## config.mk

```make
export PLATFORM = sky130hd
export DESIGN_NAME = led_rate_sequencer
export DESIGN_NICKNAME = d
export VERILOG_FILES = /design/src/rtl/led_rate_sequencer.sv
export SDC_FILE = /design/constraint.sdc
export NUM_CORES = 1
export LEC_CHECK = 0
export BUFFER_PORTS_ARGS = -buffer_cell sky130_fd_sc_hd__buf_2
export CORE_MARGIN = 2
export CORE_UTILIZATION = 55
export DETAILED_ROUTE_END_ITERATION = 10
export PLACE_DENSITY = 0.8
export SKIP_LAST_GASP = 1
export SLEW_MARGIN = 20
export SYNTH_ARGS = -nofsm -noshare
export SYNTH_HDL_FRONTEND = slang
export SYNTH_SLANG_ARGS = --single-unit
```

## constraint.sdc

```tcl
create_clock -name i_clock -period 4.9 [get_ports i_clock]
set_input_delay 0.245 -clock i_clock [delete_from_list [all_inputs] [get_ports i_clock]]
set_output_delay 0.245 -clock i_clock [all_outputs]
set_load 0.005 [all_outputs]
```

## src/rtl/led_rate_sequencer.sv

```systemverilog
// ============================================================================
// led_rate_sequencer: steps led_blinker through a programmable rate/dwell table
// Revision: 1.0
// ============================================================================
`default_nettype none

module led_rate_sequencer #(
  parameter int DEPTH = 4,
  parameter int AW    = 2,
  parameter int DW    = 16
) (
  input  logic          i_clock,
  input  logic          i_reset,
  input  logic          i_wr_en,
  input  logic [AW-1:0] i_wr_addr,
  input  logic [1:0]    i_wr_rate,
  input  logic [DW-1:0] i_wr_dwell,
  input  logic [AW:0]   i_num_steps,
  input  logic          i_loop,
  input  logic          i_start,
  input  logic          i_stop,
  output logic          o_enable,
  output logic          o_switch_1,
  output logic          o_switch_2,
  output logic          o_busy,
  output logic          o_done,
  output logic [AW-1:0] o_step
);

  localparam logic [0:0]  IDLE      = 1'b0;
  localparam logic [0:0]  RUN       = 1'b1;
  localparam logic [AW:0] MAX_STEPS = (AW+1)'(DEPTH);

  logic [1:0]    rate_mem  [DEPTH];
  logic [DW-1:0] dwell_mem [DEPTH];

  logic [0:0]    state;
  logic [AW-1:0] step;
  logic [AW-1:0] last_step;
  logic [DW-1:0] count;
  logic [1:0]    cur_rate;
  logic          done;

  logic [AW:0]   n_eff;
  logic [AW:0]   n_minus_1;
  logic          advance;
  logic [AW-1:0] load_idx;
  logic [1:0]    load_rate;
  logic [DW-1:0] load_dwell;
  logic [DW-1:0] load_count;

  // Clamp the requested step count into 1..DEPTH, then keep the last index.
  always_comb begin
    if (i_num_steps == '0)
      n_eff = (AW+1)'(1);
    else if (i_num_steps > MAX_STEPS)
      n_eff = MAX_STEPS;
    else
      n_eff = i_num_steps;
    n_minus_1 = n_eff - (AW+1)'(1);
  end

  // Entry to load next: the following step mid-sequence, otherwise step 0.
  assign advance    = (state == RUN) && (count == '0) && (step != last_step);
  assign load_idx   = advance ? step + AW'(1) : '0;
  assign load_rate  = rate_mem[load_idx];
  assign load_dwell = dwell_mem[load_idx];
  assign load_count = (load_dwell == '0) ? '0 : load_dwell - DW'(1);

  always_ff @(posedge i_clock or posedge i_reset) begin
    if (i_reset) begin
      for (int k = 0; k < DEPTH; k++) begin
        rate_mem[k]  <= '0;
        dwell_mem[k] <= '0;
      end
    end else if (i_wr_en) begin
      rate_mem[i_wr_addr]  <= i_wr_rate;
      dwell_mem[i_wr_addr] <= i_wr_dwell;
    end
  end

  always_ff @(posedge i_clock or posedge i_reset) begin
    if (i_reset) begin
      state     <= IDLE;
      step      <= '0;
      last_step <= '0;
      count     <= '0;
      cur_rate  <= '0;
      done      <= 1'b0;
    end else begin
      done <= 1'b0;
      case (state)
        IDLE: begin
          if (i_start && !i_stop) begin
            state     <= RUN;
            step      <= '0;
            last_step <= n_minus_1[AW-1:0];
            count     <= load_count;
            cur_rate  <= load_rate;
          end
        end
        default: begin
          if (i_stop) begin
            state    <= IDLE;
            step     <= '0;
            cur_rate <= '0;
          end else if (count != '0) begin
            count <= count - DW'(1);
          end else if (advance) begin
            step     <= load_idx;
            count    <= load_count;
            cur_rate <= load_rate;
          end else if (i_loop) begin
            step      <= '0;
            last_step <= n_minus_1[AW-1:0];
            count     <= load_count;
            cur_rate  <= load_rate;
          end else begin
            state    <= IDLE;
            step     <= '0;
            cur_rate <= '0;
            done     <= 1'b1;
          end
        end
      endcase
    end
  end

  assign o_enable   = (state == RUN);
  assign o_busy     = (state == RUN);
  assign o_switch_1 = (state == RUN) & cur_rate[1];
  assign o_switch_2 = (state == RUN) & cur_rate[0];
  assign o_done     = done;
  assign o_step     = step;

endmodule

`default_nettype wire

```

======== Yosys cells after proc, flatten, opt, wreduce, memory -nomap -nowiden ========
Cells that the tools add are included.
word-level totals
  register bits ........................... 96
  input bits .............................. 29
  output and inout port bits .............. 7
  logic and storage cells ................. 96
cells by class
  add/subtract/negate cells ............... 4
  magnitude comparators ................... 4
  equal/unequal tests ..................... 7
  mux-type cells .......................... 50
  bitwise logic cells ..................... 4
  reductions and logical operators ........ 13
operator list
  operator                                                    number
  2-to-1 mux 16 bit                                           10
  bitwise mux 64 bit                                          1
  2-to-1 mux 2 bit                                            23
  binary-select mux 16 bit (select 2 bit)                     1
  demux 16 bit (select 2 bit)                                 1
  logical NOT 16 bit                                          2
  subtractor 16 x 1 -> 16 bit, second input constant          2
  nonzero test 16 bit                                         1
  2-to-1 mux 1 bit                                            11
  bitwise mux 8 bit                                           1
  != test 2 bit, second input constant                        4
  greater-or-equal comparator 3 bit, second input constant    2
  inverter 2 -> 3 bit                                         2
  AND reduction 5 bit                                         1
  binary-select mux 2 bit (select 2 bit)                      1
  demux 2 bit (select 2 bit)                                  1
  logical AND 1 bit                                           4
  != test 4 x 2 -> 1 bit, second input constant               1
  greater-than comparator 3 bit, second input constant        1
  logical NOT 3 bit                                           1
  less-than comparator 3 x 1 -> 1 bit, second input constant  1
  != test 3 bit, second input constant                        1
  AND reduction 3 bit                                         1
  adder 2 x 1 -> 2 bit, second input constant                 1
  6 further kinds                                             7

======== Logic depth before layout (Yosys ltp) ========
  depth after elaboration ................. 15
  gate-level depth with buffers ........... 15
  mapped depth without buffers ............ 12

======== Worst setup path after synthesis ========
Ideal clock, no wire load.
  path type ............................... reg-to-reg
  from .................................... register count[0]
  to ...................................... register count[10]
  setup time .............................. 86 ps
  data arrival time ....................... 3086 ps
  data required time ...................... 4814 ps
  setup slack ............................. 1729 ps
  cell stages (with the launch flop) ...... 16
  buffers on the path ..................... 3
  clock period less this slack ............ 3171 ps
  cells stage by stage .................... dfrtp_1 inv_1 ha_1 nor4b_4 o211ai_2 or2_4 buf_6 buf_2 a222oi_1 inv_1 ha_1 nor4b_4 nand3_2 o211ai_4 buf_6 o221ai_2
on the way
  longest elaborated chain between the ends .. 15
  elaborated cells between the ends (all ways) .. 21
  classes of those cells .................. 2 x add/sub; 1 x eq/ne; 11 x mux; 1 x bitwise; 6 x reduce/logical
RTL lines
  item                                                               line  source
  from (decl)                                                        40    logic [DW-1:0] count;
  from (signal assigned)                                             98    count <= load_count;
  from (signal assigned)                                             108   count <= count - DW'(1);
  from (signal assigned)                                             111   count <= load_count;
  logical NOT 16 bit                                                 64    assign advance = (state == RUN) && (count == '0) && (step != last_step);
  logical AND 1 bit (2 in a row)                                     64
  2-to-1 mux 2 bit                                                   65    assign load_idx = advance ? step + AW'(1) : '0;
  inverter 2 -> 3 bit (not written as such)                          67    assign load_dwell = dwell_mem[load_idx];
  binary-select mux 16 bit (select 2 bit)                            67
  2-to-1 mux 16 bit (not written as such) (2 in a row)               67
  subtractor 16 x 1 -> 16 bit or logical NOT 16 bit (tied branches)  68    assign load_count = (load_dwell == '0) ? '0 : load_dwell - DW'(1);
  2-to-1 mux 16 bit                                                  68
  2-to-1 mux 16 bit                                                  113   end else if (i_loop) begin
  2-to-1 mux 16 bit                                                  109   end else if (advance) begin
  2-to-1 mux 16 bit                                                  107   end else if (count != '0) begin
  2-to-1 mux 16 bit                                                  103   if (i_stop) begin
  2-to-1 mux 16 bit                                                  92    case (state)
Parallel ways exist; a longest one is shown, timed or not. The select of a mux whose other input is x is not followed.
A chain may end at the register's enable or synchronous reset.

======== Worst setup path after layout ========
  from .................................... register count[0]
  to ...................................... register count[0]
Same word-level chain as after synthesis.

==> impl_summary.log <==
INFO  metric run_status = finished with violations
INFO  metric violations_in_the_final_reports = hold timing
INFO  metric number_of_routed_nets_with_antenna_violations = 0
INFO  metric post-route-cell-area = around 5700 um^2
INFO  metric tightestPinTransition = between 1 and 1.5 ns
INFO  metric htree_num_levels = 3
INFO  metric hp-class = in2async
INFO  metric r2r_end = count[0]
INFO  metric maxSlewViolCount = 0
INFO  metric crit_required = between 5 and 6 ns
INFO  metric post-synth-top-area-fraction = between 40 and 50%
INFO  metric synth-adder-area-share = less than 1%
INFO  metric netlist_top_cells_area = sky130_fd_sc_hd__dfrtp_1 46%, sky130_fd_sc_hd__mux2_2 13%, sky130_fd_sc_hd__o21ai_0 3.5%
INFO  metric place_area = 5480 um^2
INFO  metric cp_cell_sequence = inv_1 > ha_1 > nor4b_4 > o2111ai_1 > nor2_2 > a222oi_1 > inv_1 > ha_1 > nor4b_4 > nand3_2 > o211ai_4 > o221ai_1
INFO  metric fmax = between 200 and 300 MHz
INFO  metric timing.critical_path.to_type = flip-flop
INFO  metric syn_area = around 5200 um^2
INFO  metric grt.overflow.total = 0
INFO  metric finish.net_count = roughly 550
INFO  metric netSwitchingFraction = between 30% and 40%
INFO  metric ys_types = 54
INFO  metric cellPowerDensity = 368 nW/um^2
INFO  metric r2r.worst_path.cells = 12
INFO  metric io_pins = 36
INFO  metric worst_path_clk_slew = approximately 0.10 ns
INFO  metric final-setup-viol-count = 0
INFO  metric hold_viol_final = 16
INFO  metric drcViolationCount = 0
INFO  metric start_kind = flip-flop
INFO  metric post-synth-top-count-cell = sky130_fd_sc_hd__dfrtp_1
INFO  metric hold_slack = -0.0122 ns
INFO  metric globalplace.congestion = roughly 0.84
INFO  metric detail_route.wl_per_cell = around 17 um
INFO  metric rows = 35
INFO  metric worst_slack_placed = around 1.1 ns
INFO  metric synthFlopType = sky130_fd_sc_hd__dfrtp_1
INFO  metric grt_usage = approximately 23%
INFO  metric fillCellCount = ~750
INFO  metric postSynthRegisterBits = 96
INFO  metric place.port_buffers = 35
INFO  metric power.clock.fraction = roughly a quarter
INFO  metric synth_largest_area_cell = sky130_fd_sc_hd__dfrtp_1
INFO  metric antenna_found_initial = 0
INFO  metric synth_edf_count = 0
INFO  metric fin_total_pwr = ~2.1 mW
INFO  metric synth.area.mux_share = about 16%
INFO  metric final_cell_count_no_fill = 648
INFO  metric critical_path.max_stage_delay = 0.56 ns
INFO  metric post-cts-setup-buffers = 0
INFO  metric cts_buffers = 9
INFO  metric chip_width = approximately 100 um
INFO  metric clock-sinks = 96
INFO  metric final_util = slightly above 60%
INFO  metric p_leak = around 2.3 nW
INFO  metric unrepaired_setup_endpoints_after_global_routing = no
INFO  metric postCtsResizedCells = 0
INFO  metric critPathKind = reg2reg
INFO  metric min_period_over_period = about four fifths
INFO  metric area_of_the_core_region = just over 9000 um^2
INFO  metric chip_height = around 100 um
INFO  metric finalCriticalPeriod = 3.87 ns
INFO  metric hold_buffers = 0
INFO  metric drive_above_1_share = approximately 28%
INFO  metric vias_per_cell = about 6.0
INFO  metric slew_headroom = 31.1%
INFO  metric effective_utilization_at_floorplan = a little under three fifths
INFO  metric layout-area-overhead-vs-synth = 8.77%
INFO  metric timing.max_cap.violations = 0
INFO  metric drt_wl_total = 11,000 um
INFO  metric clock_latency = about 0.36 ns
INFO  metric synthArstFlopShare = 100%
INFO  metric internal-power = about 1.4 mW
INFO  metric worst_ir_drop_on_vdd = roughly 0.20 mV
INFO  metric ff2ff_setup_slack = 1.03 ns
INFO  metric yosys_warnings = 0
INFO  metric layout_setup_ws = ~1.0 ns
INFO  metric synth-simple-area-share = ~15%
INFO  metric dp_hpwl = ~7800 um
INFO  metric cp.arrival = a little over 4 ns
INFO  metric critPathSlowestCell = sky130_fd_sc_hd__nor2_2
INFO  metric synth_xor_area_share = between 2 and 3%
INFO  metric seq_area_frac_synth = roughly 46%
INFO  metric cts-root-buf = sky130_fd_sc_hd__clkbuf_8
INFO  metric synthesis.instances = 487
INFO  metric initialDrtViolationCount = 315
INFO  metric grt_pass1_wl = roughly 18,000 um
INFO  metric fin_skew = between 0.01 and 0.015 ns
INFO  metric syn_area_per_cell = 10.7 um^2
INFO  metric num_vias = 3,872
INFO  metric diodes = 0
INFO  metric synth_compound_area_share = 16.0%
INFO  metric die-area = just over 10,000 um^2
INFO  metric drtPass1Iterations = 5
INFO  metric seq_power_share = 51.3%
INFO  metric tritoncts = done
INFO  metric clk_path_buf_depth = 2
INFO  metric grt_pass1_vias = between 3,000 and 4,000
INFO  metric cp_max_fo = 16
INFO  metric combinational_family_with_the_most_area_after_synthesis = compound AO/OA/AOI/OAI gates
INFO  metric reg2reg_from = count[0]
INFO  metric power_frac_comb = 24.0%
INFO  metric postSynthNetCount = around 520
INFO  metric fin_tns_setup = 0 ns
INFO  metric net_load_switching_power = 671 uW
INFO  metric most_used_standard_cells_in_the_synthesized_netlist = 96 x sky130_fd_sc_hd__dfrtp_1, 58 x sky130_fd_sc_hd__mux2_2, 37 x sky130_fd_sc_hd__o21ai_0
INFO  metric place_inst = 632
INFO  metric grt_start_max_net_pins = 58
cells by family after synthesis:
| family | count (synthesis) |
|---|---|
| mux | 74 |
| compound gates | 114 |
| flops | 96 |
| simple gates | 136 |
| fa+ha+maj | 3 |
| buf+inv | 49 |
| xor+xnor | 15 |
flip-flops by register name (all words and copies together) (netlist names):
| name | flops |
|---|---|
| o_busy | 1 |
| cur_rate | 2 |
| rate_mem | 8 |
| count | 16 |
| o_done | 1 |
| o_step | 2 |
| dwell_mem | 64 |
| last_step | 2 |
cell type report:
cell class / instances / area (um^2) / share of cell area (%)
inverter: 25 / 96.3 / 1.70
tap: 129 / 161 / 2.84
timing repair buffer: 40 / 213 / 3.75
multi-input combinational: 342 / 2610 / 46.0
clock inverter: 6 / 67.6 / 1.19
sequential: 96 / 2400 / 42.3
clock buffer: 10 / 128 / 2.25
power groups by stage:
stage,Clock [mW],Sequential (mW),Combinational (mW)
2_1_floorplan,0,1.05,0.403
3_3_place_gp,0,1.07,0.479
3_5_place_dp,0,1.08,0.498
4_1_cts,0.521,1.07,0.501
5_1_grt,0.555,1.09,0.554
6_report,0.514,1.07,0.502
cell usage in the layout (no fill, tap or decap), types with 3 or more instances in the layout:
cell type	synthesis	final
sky130_fd_sc_hd__nor2_1	27	27
sky130_fd_sc_hd__o221ai_2	3	3
sky130_fd_sc_hd__nand2b_1	17	17
sky130_fd_sc_hd__o221ai_1	5	5
sky130_fd_sc_hd__xor2_1	10	10
sky130_fd_sc_hd__inv_1	25	24
sky130_fd_sc_hd__xnor2_1	5	5
sky130_fd_sc_hd__o31ai_1	3	3
sky130_fd_sc_hd__ha_1	3	3
sky130_fd_sc_hd__o21ai_0	37	37
sky130_fd_sc_hd__nand3_1	7	7
sky130_fd_sc_hd__nor4_1	9	9
sky130_fd_sc_hd__nand2_1	33	33
sky130_fd_sc_hd__mux2_2	58	58
sky130_fd_sc_hd__nand3b_1	3	3
sky130_fd_sc_hd__nor2b_1	4	4
sky130_fd_sc_hd__buf_4	2	5
sky130_fd_sc_hd__or2_2	4	4
sky130_fd_sc_hd__nand4_1	5	5
sky130_fd_sc_hd__buf_2	5	35
sky130_fd_sc_hd__a221oi_2	3	3
sky130_fd_sc_hd__a21oi_1	18	18
sky130_fd_sc_hd__mux2i_1	16	16
sky130_fd_sc_hd__dfrtp_1	96	96
sky130_fd_sc_hd__nor3_1	12	12
sky130_fd_sc_hd__o32ai_1	13	13
sky130_fd_sc_hd__o21ai_2	7	7
sky130_fd_sc_hd__a221oi_1	8	8
sky130_fd_sc_hd__nor4b_4	3	3
sky130_fd_sc_hd__clkbuf_8	0	9
worst max path at each step:
stage / startpoint / end / slack (ns) / cells after the start
final: count[0] / count[0] / 1.03 / 12
after CTS: count[8] / count[0] / 1.05 / 10
after global placement: count[8] / count[0] / 1.22 / 10
after global routing: count[9] / count[0] / 0.71 / 10
after floorplan: count[0] / count[10] / 1.73 / 15
after detailed placement: count[8] / count[0] / 1.07 / 10
critical path: cells and delay by family, from the launching register on:
family,cells,cell delay [ns]
adder cells (fa/ha/maj),2,0.38
flip-flops,1,0.43
buffers and inverters,2,0.24
AO/OA/AOI/OAI,4,1.32
AND/OR/NAND/NOR,4,1.35
per-layer routing:
metal	up-vias	global-route usage [%]	routed length [um]
met1	1907	30.9	4940
li1	1841	-	-
met3	15	3.24	533
met5	-	0	0
met2	109	37.3	5340
met4	0	8.42	158
(Power assumes the default switching activity.)
